[src/rtl/usb_rx_bit_decoder_if.sv]
// rtl/usb_rx_bit_decoder_if.sv - line-sample inputs and decoded-bit/byte outputs of the USB RX bit decoder
interface usb_rx_bit_decoder_if;
  logic       d_plus;
  logic       d_minus;
  logic       sample_en;
  logic       crc_bit;
  logic       crc_shift;
  logic       crc_clear;
  logic [7:0] rx_byte;
  logic       byte_valid;
  logic       eop;
  logic       rx_error;

  modport master (
    output d_plus, d_minus, sample_en,
    input  crc_bit, crc_shift, crc_clear, rx_byte, byte_valid, eop, rx_error
  );

  modport slave (
    input  d_plus, d_minus, sample_en,
    output crc_bit, crc_shift, crc_clear, rx_byte, byte_valid, eop, rx_error
  );
endinterface

[src/rtl/usb_rx_bit_decoder.sv]
// rtl/usb_rx_bit_decoder.sv - USB RX NRZI decode, SYNC detect, bit unstuffing and EOP detect
// Optional SE1 protocol-error detection enabled by defining RX_SE1_DETECT_EN.
module usb_rx_bit_decoder #(
  parameter logic [7:0] SYNC_BYTE   = 8'h80,
  parameter int         STUFF_LIMIT = 6
) (
  input logic                 clk,
  input logic                 n_rst,
  usb_rx_bit_decoder_if.slave bus
);
  typedef enum logic [2:0] {S_IDLE, S_SYNC, S_DATA, S_EOP, S_ERROR} state_t;

  localparam logic [1:0] LN_J      = 2'd0;
  localparam logic [1:0] LN_K      = 2'd1;
  localparam logic [1:0] LN_SE0    = 2'd2;
  localparam logic [3:0] STUFF_LIM = 4'(STUFF_LIMIT);

  state_t     state_q, state_d;
  logic [1:0] prev_q, prev_d, line_c;
  logic [3:0] ones_q, ones_d;
  logic [2:0] bit_q, bit_d;
  logic [7:0] sr_q, sr_d, byte_q, byte_d;
  logic [1:0] se0_q, se0_d;
  logic       crc_bit_q, crc_bit_d, shift_q, shift_d;
  logic       bv_q, bv_d, eop_q, eop_d, err_q, err_d;
  logic       dec_bit, se1, fault;

  // SE1 folds into J unless the detection option is built in
  assign line_c = (!bus.d_plus && !bus.d_minus) ? LN_SE0 :
                  (!bus.d_plus &&  bus.d_minus) ? LN_K   : LN_J;
`ifdef RX_SE1_DETECT_EN
  assign se1 = bus.d_plus & bus.d_minus;
`else
  assign se1 = 1'b0;
`endif
  assign dec_bit = (line_c == prev_q);

  always_comb begin
    state_d   = state_q;
    prev_d    = prev_q;
    ones_d    = ones_q;
    bit_d     = bit_q;
    sr_d      = sr_q;
    byte_d    = byte_q;
    se0_d     = se0_q;
    crc_bit_d = crc_bit_q;
    shift_d   = 1'b0;
    bv_d      = 1'b0;
    eop_d     = 1'b0;
    err_d     = err_q;
    fault     = 1'b0;
    if (bus.sample_en) begin
      prev_d = line_c;
      case (state_q)
        S_IDLE: begin
          if (line_c == LN_K) begin
            state_d = S_SYNC;
            err_d   = 1'b0;
            sr_d    = {1'b0, sr_q[7:1]};
            bit_d   = 3'd1;
          end
        end
        S_SYNC: begin
          if (se1 || line_c == LN_SE0) begin
            fault = 1'b1;
          end else begin
            sr_d = {dec_bit, sr_q[7:1]};
            if (bit_q == 3'd7) begin
              if (sr_d == SYNC_BYTE) begin
                state_d = S_DATA;
                ones_d  = 4'd1;
                bit_d   = 3'd0;
              end else begin
                fault = 1'b1;
              end
            end else begin
              bit_d = bit_q + 3'd1;
            end
          end
        end
        S_DATA: begin
          if (se1) begin
            fault = 1'b1;
          end else if (line_c == LN_SE0) begin
            state_d = S_EOP;
            se0_d   = 2'd1;
          end else if (ones_q == STUFF_LIM) begin
            if (dec_bit) fault = 1'b1;
            else         ones_d = 4'd0;
          end else begin
            crc_bit_d = dec_bit;
            shift_d   = 1'b1;
            sr_d      = {dec_bit, sr_q[7:1]};
            ones_d    = dec_bit ? ones_q + 4'd1 : 4'd0;
            bit_d     = bit_q + 3'd1;
            if (bit_q == 3'd7) begin
              byte_d = sr_d;
              bv_d   = 1'b1;
            end
          end
        end
        S_EOP: begin
          if (se1 || line_c == LN_K) begin
            fault = 1'b1;
          end else if (line_c == LN_SE0) begin
            if (se0_q == 2'd2) fault = 1'b1;
            else               se0_d = 2'd2;
          end else if (se0_q == 2'd2) begin
            eop_d   = 1'b1;
            state_d = S_IDLE;
            if (bit_q != 3'd0) err_d = 1'b1;
          end else begin
            fault = 1'b1;
          end
        end
        default: begin
          if (line_c == LN_SE0)                  se0_d   = 2'd1;
          else if (line_c == LN_J && se0_q != 0) state_d = S_IDLE;
        end
      endcase
      // an SE0 that causes the error already counts toward leaving ERROR
      if (fault) begin
        err_d   = 1'b1;
        state_d = S_ERROR;
        se0_d   = (line_c == LN_SE0) ? 2'd1 : 2'd0;
      end
    end
  end

  always_ff @(posedge clk or negedge n_rst) begin
    if (!n_rst) begin
      state_q   <= S_IDLE;
      prev_q    <= LN_J;
      ones_q    <= 4'd0;
      bit_q     <= 3'd0;
      sr_q      <= 8'h00;
      byte_q    <= 8'h00;
      se0_q     <= 2'd0;
      crc_bit_q <= 1'b0;
      shift_q   <= 1'b0;
      bv_q      <= 1'b0;
      eop_q     <= 1'b0;
      err_q     <= 1'b0;
    end else begin
      state_q   <= state_d;
      prev_q    <= prev_d;
      ones_q    <= ones_d;
      bit_q     <= bit_d;
      sr_q      <= sr_d;
      byte_q    <= byte_d;
      se0_q     <= se0_d;
      crc_bit_q <= crc_bit_d;
      shift_q   <= shift_d;
      bv_q      <= bv_d;
      eop_q     <= eop_d;
      err_q     <= err_d;
    end
  end

  assign bus.crc_bit    = crc_bit_q;
  assign bus.crc_shift  = shift_q;
  assign bus.crc_clear  = (state_q == S_IDLE) || (state_q == S_SYNC) || (state_q == S_ERROR);
  assign bus.rx_byte    = byte_q;
  assign bus.byte_valid = bv_q;
  assign bus.eop        = eop_q;
  assign bus.rx_error   = err_q;
endmodule

[src/flat_wrapper.sv]
// flat-port wrapper written by rule: the top's interface ports become plain ports
module usb_rx_bit_decoder_flat 
#(
  parameter logic [7:0] SYNC_BYTE   = 8'h80,
  parameter int         STUFF_LIMIT = 6
)
  (clk, n_rst, bus_d_plus, bus_d_minus, bus_sample_en, bus_crc_bit, bus_crc_shift, bus_crc_clear, bus_rx_byte, bus_byte_valid, bus_eop, bus_rx_error);
  usb_rx_bit_decoder_if bus_i ();
  input logic clk;
  input logic n_rst;
  input wire logic [$bits(bus_i.d_plus)-1:0] bus_d_plus;
  input wire logic [$bits(bus_i.d_minus)-1:0] bus_d_minus;
  input wire logic [$bits(bus_i.sample_en)-1:0] bus_sample_en;
  output wire logic [$bits(bus_i.crc_bit)-1:0] bus_crc_bit;
  output wire logic [$bits(bus_i.crc_shift)-1:0] bus_crc_shift;
  output wire logic [$bits(bus_i.crc_clear)-1:0] bus_crc_clear;
  output wire logic [$bits(bus_i.rx_byte)-1:0] bus_rx_byte;
  output wire logic [$bits(bus_i.byte_valid)-1:0] bus_byte_valid;
  output wire logic [$bits(bus_i.eop)-1:0] bus_eop;
  output wire logic [$bits(bus_i.rx_error)-1:0] bus_rx_error;
  assign bus_i.d_plus = bus_d_plus;
  assign bus_i.d_minus = bus_d_minus;
  assign bus_i.sample_en = bus_sample_en;
  assign bus_crc_bit = bus_i.crc_bit;
  assign bus_crc_shift = bus_i.crc_shift;
  assign bus_crc_clear = bus_i.crc_clear;
  assign bus_rx_byte = bus_i.rx_byte;
  assign bus_byte_valid = bus_i.byte_valid;
  assign bus_eop = bus_i.eop;
  assign bus_rx_error = bus_i.rx_error;
  usb_rx_bit_decoder #(.SYNC_BYTE(SYNC_BYTE), .STUFF_LIMIT(STUFF_LIMIT)) u_core (.clk(clk), .n_rst(n_rst), .bus(bus_i));
endmodule
[config.mk]
export PLATFORM = sky130hd
export DESIGN_NAME = usb_rx_bit_decoder_flat
export DESIGN_NICKNAME = d
export VERILOG_FILES = /design/src/rtl/usb_rx_bit_decoder_if.sv /design/src/rtl/usb_rx_bit_decoder.sv /design/src/flat_wrapper.sv
export SDC_FILE = /design/constraint.sdc
export NUM_CORES = 1
export LEC_CHECK = 0
export CORE_MARGIN = 8
export CORE_UTILIZATION = 50
export DETAILED_ROUTE_END_ITERATION = 8
export MAX_ROUTING_LAYER = met4
export PLACE_DENSITY_LB_ADDON = 0.08
export RECOVER_POWER = 50
export SKIP_CTS_REPAIR_TIMING = 1
export SLEW_MARGIN = 20
export SYNTH_ARGS = -nofsm -noshare
export SYNTH_HDL_FRONTEND = slang
export SYNTH_SLANG_ARGS = --single-unit
export TNS_END_PERCENT = 50
[constraint.sdc]
create_clock -name clk -period 2.67 [get_ports clk]
set_input_delay 0.4005 -clock clk [delete_from_list [all_inputs] [get_ports clk]]
set_output_delay 0.4005 -clock clk [all_outputs]
set_load 0.005 [all_outputs]
==> flow_summary.toml, run 1 <==
[worst_setup_path]
cp_cell_sequence = "clkdlybuf4s50_1 -> nor2_1 -> inv_1 -> ha_1 -> nand3b_1 -> o22ai_1 -> a311o_1 -> or4_1 -> nand3_1"
cp_max_fo = 3
rr_startpoint = "u_core.state_q[1]"
criticalPathCategory = "input port to flop"
critical_path.slowest_cell = "or4_1"
worstRegToRegCells = 5
r2r_slack_ns = 0.46
r2r-end = "u_core.se0_q[1]"
crit_family = "simple AND/OR/NAND/NOR gates"
arrival_ns = 2.59
start_kind = "input port"
crit_cells = 9
slowest_delay_ns = 0.50
crit_path_end_kind = "flop"
cp_num_buf_inv = 2
worstPathRequired_ns = 2.89

[final_layout]
multi_input_area_um2 = 973
final_common_cell = "dfrtp_1"
layout.nets = 223
area.growth.synth_to_final_pct = 20.7
diodes = 0
drive_above_1_share_pct = 19.3
seq_area_um2 = 851
final_cells = 260
nFillCells = 309
mostFrequentLayoutCells = "dfrtp_1 (34), nand2_1 (17), mux2_2 (16)"

[floorplan]
die-width_um = 77.6
core_um2 = 3660
initial_core_util_pct = 51.8
rows = 22
die_area_um2 = 6020
die_y_um = 77.6
ios = 19

[power]
p_per_area_nw_per_um2 = 865
irDropWorstVdd_uv = 484
p_leak_uw = 0.00103

[clocking]
cts_inserted_buffers = 5
clockBufferDepth = 2
path_clk_slew_ns = 0.07
clk_latency_ns = 0.28
tritoncts = "done"
root_buffer = "clkbuf_8"
h-tree-depth = 2
cts.sinks = 34

[sta]
tns_ns = 0
tightest_slew_ns = 1.78
period_share_pct = 88.9
rsz0062_at_grt = "false"
period_minus_slack_ns = 2.37
finalClockSkew_ns = 0.00336
fmax_mhz = 421
hold_viol_final = 0
relSlewSlack_pct = -18.8
drv_slew = 35
finalSetupViolCount = 0

[synth]
ys_types = 49
async_reset_ff_share_pct = 100
syn-instance-count = 183
ys.flop_type = "dfrtp_1"
synth_fp_nets = 194
yosys_warnings = 0
synth_edf_count = 0
synth_area_per_cell_um2 = 10.4
ys_ff_latch = 34
ys_seq_area_share_pct = 44.9
syn_area_um2 = 1900

[detailed_routing]
via_per_inst = 5.99
post-route-drc-count = 0
antenna_left = 0
routed_wl_um = 4300
drt_iter0_drc = 108
dr.pass1.iters = 4
via_count = 1558
wl_per_cell_um = 16.6

[place]
gp_congestion = 0.876
dp_cells = 253
port_buffers = 18
dp_hpwl_um = 3200

[grt]
antenna_found_initial = 0
grt_pass1_vias = 1596
track_usage_pct = 15.3
grt_pass1_wl_um = 7290
gr-total-overflow = 0
grt_start_max_net_pins = 35

[hold_path]
min_path_type = "flop to flop"
holdPathEnd = "u_core.bus.rx_byte[3]"
min_path_cells = 1
hp-start = "u_core.bus.rx_byte[3]"

[run_status]
violations = "capacitance limit, slew limit"
status = "finished with violations"

[job]
cap_viol_max_count = 1
==> cells by family (layout without fill, tap and decap cells) <==
kind of cell             after synthesis  count (layout)  synth area share [%]
flip-flops                            34              34                  44.9
adder cells (fa/ha/maj)                6               6                  3.96
AND/OR/NAND/NOR                       65              65                  19.5
XOR/XNOR                               1               1                 0.462
multiplexers                          18              18                  10.6
AO/OA/AOI/OAI                         43              43                  16.8
buffers and inverters                 16              45                  3.83
==> flip-flops by register name, summed over array words and instances (netlist names) <==
register,cells
u_core.bus.eop,1
u_core.bus.rx_byte,8
u_core.bus.crc_shift,1
u_core.bus.byte_valid,1
u_core.se0_q,2
u_core.bus.rx_error,1
u_core.sr_q,7
u_core.bit_q,3
u_core.state_q,3
u_core.prev_q,2
u_core.bus.crc_bit,1
u_core.ones_q,4
==> routing by layer <==
| metal | share of wire (%) | track usage [%] | vias up |
|---|---|---|---|
| li1 | - | - | 740 |
| met2 | 47 | 23.5 | 52 |
| met1 | 46 | 17.9 | 755 |
| met5 | 0 | - | - |
| met4 | 2.4 | 7.92 | 0 |
| met3 | 5.0 | 4.49 | 11 |
==> where the power goes <==
| part | total, uW | leakage (uW) | switching (uW) | internal [uW] |
|---|---|---|---|---|
| Combinational | 705 | 0.000522 | 369 | 336 |
| Clock | 472 | 0.0000573 | 174 | 298 |
| Sequential | 803 | 0.000452 | 169 | 634 |
| Total | 1980 | 0.00103 | 712 | 1270 |
==> final cells by class <==
cell class,count,area share [%]
flip-flops and latches,34,37.2
inverters,9,1.48
clock buffers,6,3.61
repair buffers,29,11.3
well taps,48,2.62
multi-input cells,133,42.5
clock inverters,1,1.31
==> how the worst max path moves through the flow <==
stage | start | end | slack [ns]
floorplan | bus_d_plus | u_core.state_q[1] | 0.32
global placement | bus_d_plus | u_core.state_q[1] | 0.09
detailed placement | bus_d_plus | u_core.state_q[1] | 0.007
CTS | bus_d_plus | u_core.state_q[1] | 0.30
global route | n_rst | u_core.bus.crc_bit | 0.11
finish | bus_d_plus | u_core.state_q[1] | 0.30
==> synthesized netlist by cell type, types with 2 or more instances <==
| master | instances | area, um2 |
|---|---|---|
| a31oi_1 | 2 | 12.5 |
| nor2_1 | 13 | 48.8 |
| nor4_1 | 3 | 18.8 |
| or3_1 | 2 | 12.5 |
| nor3_1 | 5 | 25.0 |
| mux2_2 | 16 | 180 |
| o21ai_0 | 7 | 35.0 |
| nand3_1 | 3 | 15.0 |
| o31ai_1 | 4 | 30.0 |
| mux2i_1 | 2 | 20.0 |
| nor3b_1 | 2 | 15.0 |
| nand2_1 | 17 | 63.8 |
| o41ai_1 | 3 | 26.3 |
| nand3b_1 | 3 | 22.5 |
| ha_1 | 6 | 75.1 |
| inv_1 | 9 | 33.8 |
| nand2b_1 | 2 | 12.5 |
| buf_2 | 4 | 20.0 |
| o22ai_1 | 2 | 12.5 |
| a21oi_1 | 7 | 35.0 |
| nor2b_1 | 7 | 43.8 |
| dfrtp_1 | 34 | 851 |
| a2bb2oi_1 | 2 | 17.5 |
| o2bb2ai_1 | 3 | 26.3 |
==> through the flow <==
| step | setup WS [ns] | hold slack (ns) | cell area (um2) | util [%] | total power [uW] |
|---|---|---|---|---|---|
| 3_5_place_dp | 0.00724 | 0.494 | 2180 | 59.6 | 1510 |
| 6_report | 0.296 | 0.505 | 2290 | 62.5 | 1980 |
| 2_1_floorplan | 0.323 | 0.105 | 1900 | - | 1280 |
| 4_1_cts | 0.302 | 0.503 | 2290 | 62.6 | 1990 |
| 5_1_grt | 0.112 | 0.523 | 2290 | 62.5 | 2120 |
| 3_3_place_gp | 0.0874 | 0.483 | 2180 | 59.6 | 1470 |
Note: power is estimated with default switching activity, not from simulation.
==> inputs of run 2 (changes only) <==
--- a/config.mk
+++ b/config.mk
@@ -5,7 +5,7 @@
 export SDC_FILE = /design/constraint.sdc
 export NUM_CORES = 1
 export LEC_CHECK = 0
-export CORE_MARGIN = 8
+export CORE_MARGIN = 5
 export CORE_UTILIZATION = 50
 export DETAILED_ROUTE_END_ITERATION = 8
 export MAX_ROUTING_LAYER = met4
==> constraint.sdc (replaced) <==
create_clock -name clk -period 2.43 [get_ports clk]
set_input_delay 0.3645 -clock clk [delete_from_list [all_inputs] [get_ports clk]]
set_output_delay 0.3645 -clock clk [all_outputs]
set_load 0.005 [all_outputs]
==> flow_summary.toml, run 2 (same netlist as run 1, synthesis figures left out) <==
[grt]
grt_pass1_wl_um = 7330
antenna_found_initial = 0
grt_pass1_vias = 1561
track_usage_pct = 18.9
grt_start_max_net_pins = 35
gr-total-overflow = 0

[place]
dp_cells = 261
place_ws_ns = -0.192
port_buffers = 18
dp_hpwl_um = 3210
gp_congestion = 0.842

[power]
p_seq_share_pct = 41.2
p_leak_uw = 0.00105
p_total_uw = 2120
power_switching_uw = 802
p_per_area_nw_per_um2 = 909
cell_internal_pwr_uw = 1320
irDropWorstVdd_uv = 563
p_comb_share_pct = 38.1
swShare_pct = 37.8
clkPwrFrac_pct = 20.7

[worst_setup_path]
rr_startpoint = "u_core.se0_q[1]"
crit_path_end_kind = "flop"
r2r-end = "u_core.state_q[1]"
r2r_slack_ns = 0.25
cp_max_fo = 3
arrival_ns = 2.58
worstPathRequired_ns = 2.66
cp_num_buf_inv = 2
worstRegToRegCells = 7
cp_cell_sequence = "clkdlybuf4s50_1 -> nor2_2 -> inv_1 -> ha_1 -> nand3b_1 -> o22ai_1 -> a311o_1 -> or4_1 -> nand3_1"
crit_family = "simple AND/OR/NAND/NOR gates"
criticalPathCategory = "input port to flop"
slowest_delay_ns = 0.50
start_kind = "input port"
critical_path.slowest_cell = "or4_1"

[clocking]
cts.sinks = 34
cts_inserted_buffers = 5
path_clk_slew_ns = 0.07
clockBufferDepth = 2
root_buffer = "clkbuf_8"
h-tree-depth = 2
tritoncts = "done"
clk_latency_ns = 0.29

[floorplan]
core_um2 = 3660
initial_core_util_pct = 51.8
ios = 19
die-width_um = 71.6
die_y_um = 71.6
rows = 22
die_area_um2 = 5130

[sta]
hold_viol_final = 0
fin_hold_ws_ns = 0.505
finalSetupViolCount = 0
tightest_slew_ns = 0.826
relSlewSlack_pct = 44.9
setup_ws_ns = 0.0751
drv_slew = 0
period_share_pct = 96.9
finalClockSkew_ns = 0.00519
period_minus_slack_ns = 2.35
fmax_mhz = 425

[final_layout]
multi_input_area_um2 = 976
final_common_cell = "dfrtp_1"
diodes = 0
nFillCells = 314
largest_reg_flops = 8
drive_above_1_share_pct = 23.5
area.growth.synth_to_final_pct = 23.2
mostFrequentLayoutCells = "dfrtp_1 (34), buf_4 (18), nand2_1 (17)"
seq_area_um2 = 851
final_cells = 269
layout.nets = 231

[hold_path]
hp-start = "u_core.bus.rx_byte[1]"
holdPathEnd = "u_core.bus.rx_byte[1]"
min_path_type = "flop to flop"
min_path_cells = 1

[detailed_routing]
via_per_inst = 5.78
wl_per_cell_um = 16.3
dr.pass1.iters = 4
post-route-drc-count = 0
via_count = 1554
routed_wl_um = 4380
antenna_left = 0
drt_iter0_drc = 99

[job]
cap_viol_max_count = 0

[run_status]
status = "completed"
-- run 2: cell count changes in the layout (fill, tap and decap cells not counted), sizes merged --
cell,previous run,this run
clkinv,0,1
clkdlybuf4s50,13,16
clkinvlp,0,1
bufinv,1,0
dlygate4sd3,5,2
buf,10,18
-- run 2: cell type report --
class	instances	share of cell area, %
flip-flops and latches	34	36.4
clock buffers	6	3.54
multi-input cells	133	41.8
well taps	48	2.57
inverters	9	1.45
clock inverters	2	0.536
repair buffers	37	13.7
-- run 2: metrics by stage --
stage / TNS, ns / util [%] / cell area, um2
3_3_place_gp: -0.187 / 61.2 / 2240
2_1_floorplan: 0 / - / 1900
4_1_cts: 0 / 63.8 / 2340
3_5_place_dp: -0.553 / 61.2 / 2240
6_report: 0 / 63.8 / 2340
5_1_grt: -0.0116 / 63.8 / 2340
-- run 2: worst max path at each step --
stage                      from           endpoint  slack, ns  cells after the start
floorplan            bus_d_plus  u_core.state_q[1]       0.12                      9
global placement     bus_d_plus  u_core.state_q[1]      -0.12                      9
detailed placement   bus_d_plus  u_core.state_q[1]      -0.19                      9
CTS                  bus_d_plus  u_core.state_q[1]       0.12                      9
global route        bus_d_minus  u_core.state_q[0]     -0.006                     10
finish               bus_d_plus  u_core.state_q[1]       0.08                      9
-- run 2: power by group through the flow --
stage               sequential, uW  clock (uW)  combinational (uW)
detailed placement             881           0                 807
floorplan                      799           0                 609
finish                         875         440                 809
global route                   904         482                 892
global placement               873           0                 778
CTS                            872         456                 813
-- run 2: worst reg2reg max path, delay by kind of cell (launching register included) --
family / cells / cell delay, ns
flops: 1 / 0.40
fa+ha+maj: 1 / 0.29
compound gates: 2 / 0.51
simple gates: 4 / 0.91
-- run 2: per-layer routing --
metal / GRT usage, % / vias up / share of wire, %
met5: - / - / 0
met4: 9.39 / 0 / 2.1
met3: 5.19 / 9 / 5.0
met2: 28.1 / 42 / 47
met1: 23.8 / 752 / 46
li1: - / 751 / -
==> inputs of run 3 (changes only) <==
--- a/config.mk
+++ b/config.mk
@@ -5,6 +5,7 @@
 export SDC_FILE = /design/constraint.sdc
 export NUM_CORES = 1
 export LEC_CHECK = 0
+export ABC_AREA = 1
 export CORE_MARGIN = 5
 export CORE_UTILIZATION = 50
 export DETAILED_ROUTE_END_ITERATION = 8
==> flow_summary.toml, run 3 <==
[clocking]
clockBufferDepth = 2
cts.sinks = 34
tritoncts = "done"
h-tree-depth = 2
clk_latency_ns = 0.28
cts_inserted_buffers = 5
path_clk_slew_ns = 0.07
root_buffer = "clkbuf_8"

[sta]
tightest_slew_ns = 0.818
hold_viol_final = 0
drv_slew = 0
period_minus_slack_ns = 2.13
finalSetupViolCount = 0
relSlewSlack_pct = 45.5
fmax_mhz = 470
finalClockSkew_ns = 0.00437
rsz0062_at_grt = "false"
period_share_pct = 87.5

[final_layout]
nFillCells = 361
finish.utilization_pct = 62.3
drive_above_1_share_pct = 11.2
mostFrequentLayoutCells = "nand2_1 (67), inv_1 (37), dfrtp_1 (34)"
final_cells = 317
largest_reg_flops = 8
area.growth.synth_to_final_pct = 21.1
final_common_cell = "nand2_1"
layout.nets = 279
diodes = 0
multi_input_area_um2 = 845
seq_area_um2 = 851

[floorplan]
die_y_um = 71.1
rows = 22
ios = 19
core_um2 = 3630
die-width_um = 71.1
die_area_um2 = 5060
initial_core_util_pct = 51.4

[grt]
grt_pass1_wl_um = 6270
grt_start_max_net_pins = 35
gr-total-overflow = 0
antenna_found_initial = 0
track_usage_pct = 15.9
grt_pass1_vias = 1459

[detailed_routing]
antenna_left = 0
wl_per_cell_um = 11.3
routed_wl_um = 3580
drt_iter0_drc = 80
via_per_inst = 4.96
post-route-drc-count = 0
via_count = 1571
dr.pass1.iters = 4

[synth]
ys_types = 32
synth_area_per_cell_um2 = 7.78
yosys.area_share.simple_pct = 29.1
synth-adder-area-share_pct = 4.02
synthTopCellsByArea = "dfrtp_1 (46%), nand2_1 (13%), inv_1 (7.4%)"
synth_xor_area_share_pct = 0.469
synth_common_cells = "nand2_1 (66), inv_1 (37), dfrtp_1 (34)"
syn_area_um2 = 1870
synth_edf_count = 0
ys_ff_latch = 34
synth_top_area_cell = "dfrtp_1"
synth_fp_nets = 251
yosysMostFrequentCell = "nand2_1"
netlist.area_leader.share_pct = 45.5
ys_seq_area_share_pct = 45.5
muxShareOfSynthArea_pct = 0
syn-instance-count = 240
yosys_warnings = 0
synth_compound_area_share_pct = 11.8
async_reset_ff_share_pct = 100
ys.flop_type = "dfrtp_1"
synth_top_family_by_area = "simple AND/OR/NAND/NOR gates"

[worst_setup_path]
crit_path_end_kind = "flop"
cp_max_fo = 9
worstPathRequired_ns = 2.64
criticalPathCategory = "input port to flop"
start_kind = "input port"
arrival_ns = 2.34

[place]
port_buffers = 18
dp_cells = 309
gp_congestion = 0.961
dp_hpwl_um = 2720

[power]
p_per_area_nw_per_um2 = 1070
p_total_uw = 2420
p_leak_uw = 0.00115
irDropWorstVdd_uv = 512

[run_status]
status = "completed"

[job]
cap_viol_max_count = 0

[hold_path]
min_path_type = "flop to flop"
==> run 3: cell count changes after synthesis, sizes merged, moves of 8 or more <==
cell	change
nand2	+53
o21ai	+17
nor2	+8
mux2	-16
inv	+32
nand3	+17
==> run 3: layer usage <==
layer / up-vias / track usage [%] / wire length [um]
met5: - / - / 0
met2: 32 / 25.4 / 1730
met1: 711 / 19.8 / 1670
met3: 2 / 3.84 / 152
met4: 0 / 5.64 / 27
li1: 826 / - / -
==> run 3: path summary, 6_finish.rpt <==
path	to	cells after the start	slack [ns]	startpoint
worst max register to register	u_core.state_q[2]	12	0.50	u_core.state_q[2]
min in group asynchronous	u_core.bus.eop	2	0.69	n_rst
worst min-delay path	u_core.bus.rx_error	2	0.47	u_core.bus.rx_error
worst min register to register	u_core.bus.rx_error	2	0.47	u_core.bus.rx_error
max in group asynchronous	u_core.prev_q[1]	2	1.21	n_rst
worst max-delay path	u_core.se0_q[0]	17	0.30	bus_d_plus
==> run 3: logic make-up (layout without fill, tap and decap cells) <==
group                    after synthesis  after routing
AND/OR/NAND/NOR                      117            117
buffers and inverters                 43             72
AO/OA/AOI/OAI                         39             39
flip-flops                            34             34
adder cells (fa/ha/maj)                6              6
XOR/XNOR                               1              1
==> run 3: report_power, final <==
group	switching [uW]	leakage, uW	internal, uW	total, uW
Clock	219	0.0000683	411	630
Sequential	116	0.000452	714	830
Combinational	596	0.000626	368	965
Total	931	0.00115	1490	2420
==> run 3: metrics by stage <==
step	setup TNS [ns]	hold slack [ns]	cell area, um2	worst slack (ns)
2_1_floorplan	0	0.0689	1870	0.686
3_3_place_gp	0	0.457	2130	0.0269
3_5_place_dp	-0.00971	0.464	2130	-0.00815
4_1_cts	0	0.484	2270	0.299
5_1_grt	0	0.515	2260	0.108
6_report	0	0.474	2260	0.304
==> run 3: final cells by class <==
class                   count  share of cell area, %
clock buffers               5                   3.04
well taps                  48                   2.65
repair buffers             23                   9.51
inverters                  41                   6.80
multi-input cells         163                   37.3
flip-flops and latches     34                   37.6
clock inverters             3                   3.04
==> run 3: worst max-delay path, stage by stage <==
cell and delay, ns:
clkdlybuf4s50_1 0.47, nor2_4 0.24, inv_2 0.08, ha_1 0.29
inv_1 0.05, nand2_1 0.04, nand2_1 0.06, nand2_1 0.05
inv_1 0.05, nand2_1 0.06, inv_2 0.11, nand2_4 0.08
nor2_1 0.12, nand2_1 0.07, nand2_1 0.10, nand2_1 0.05
o21ai_1 0.06
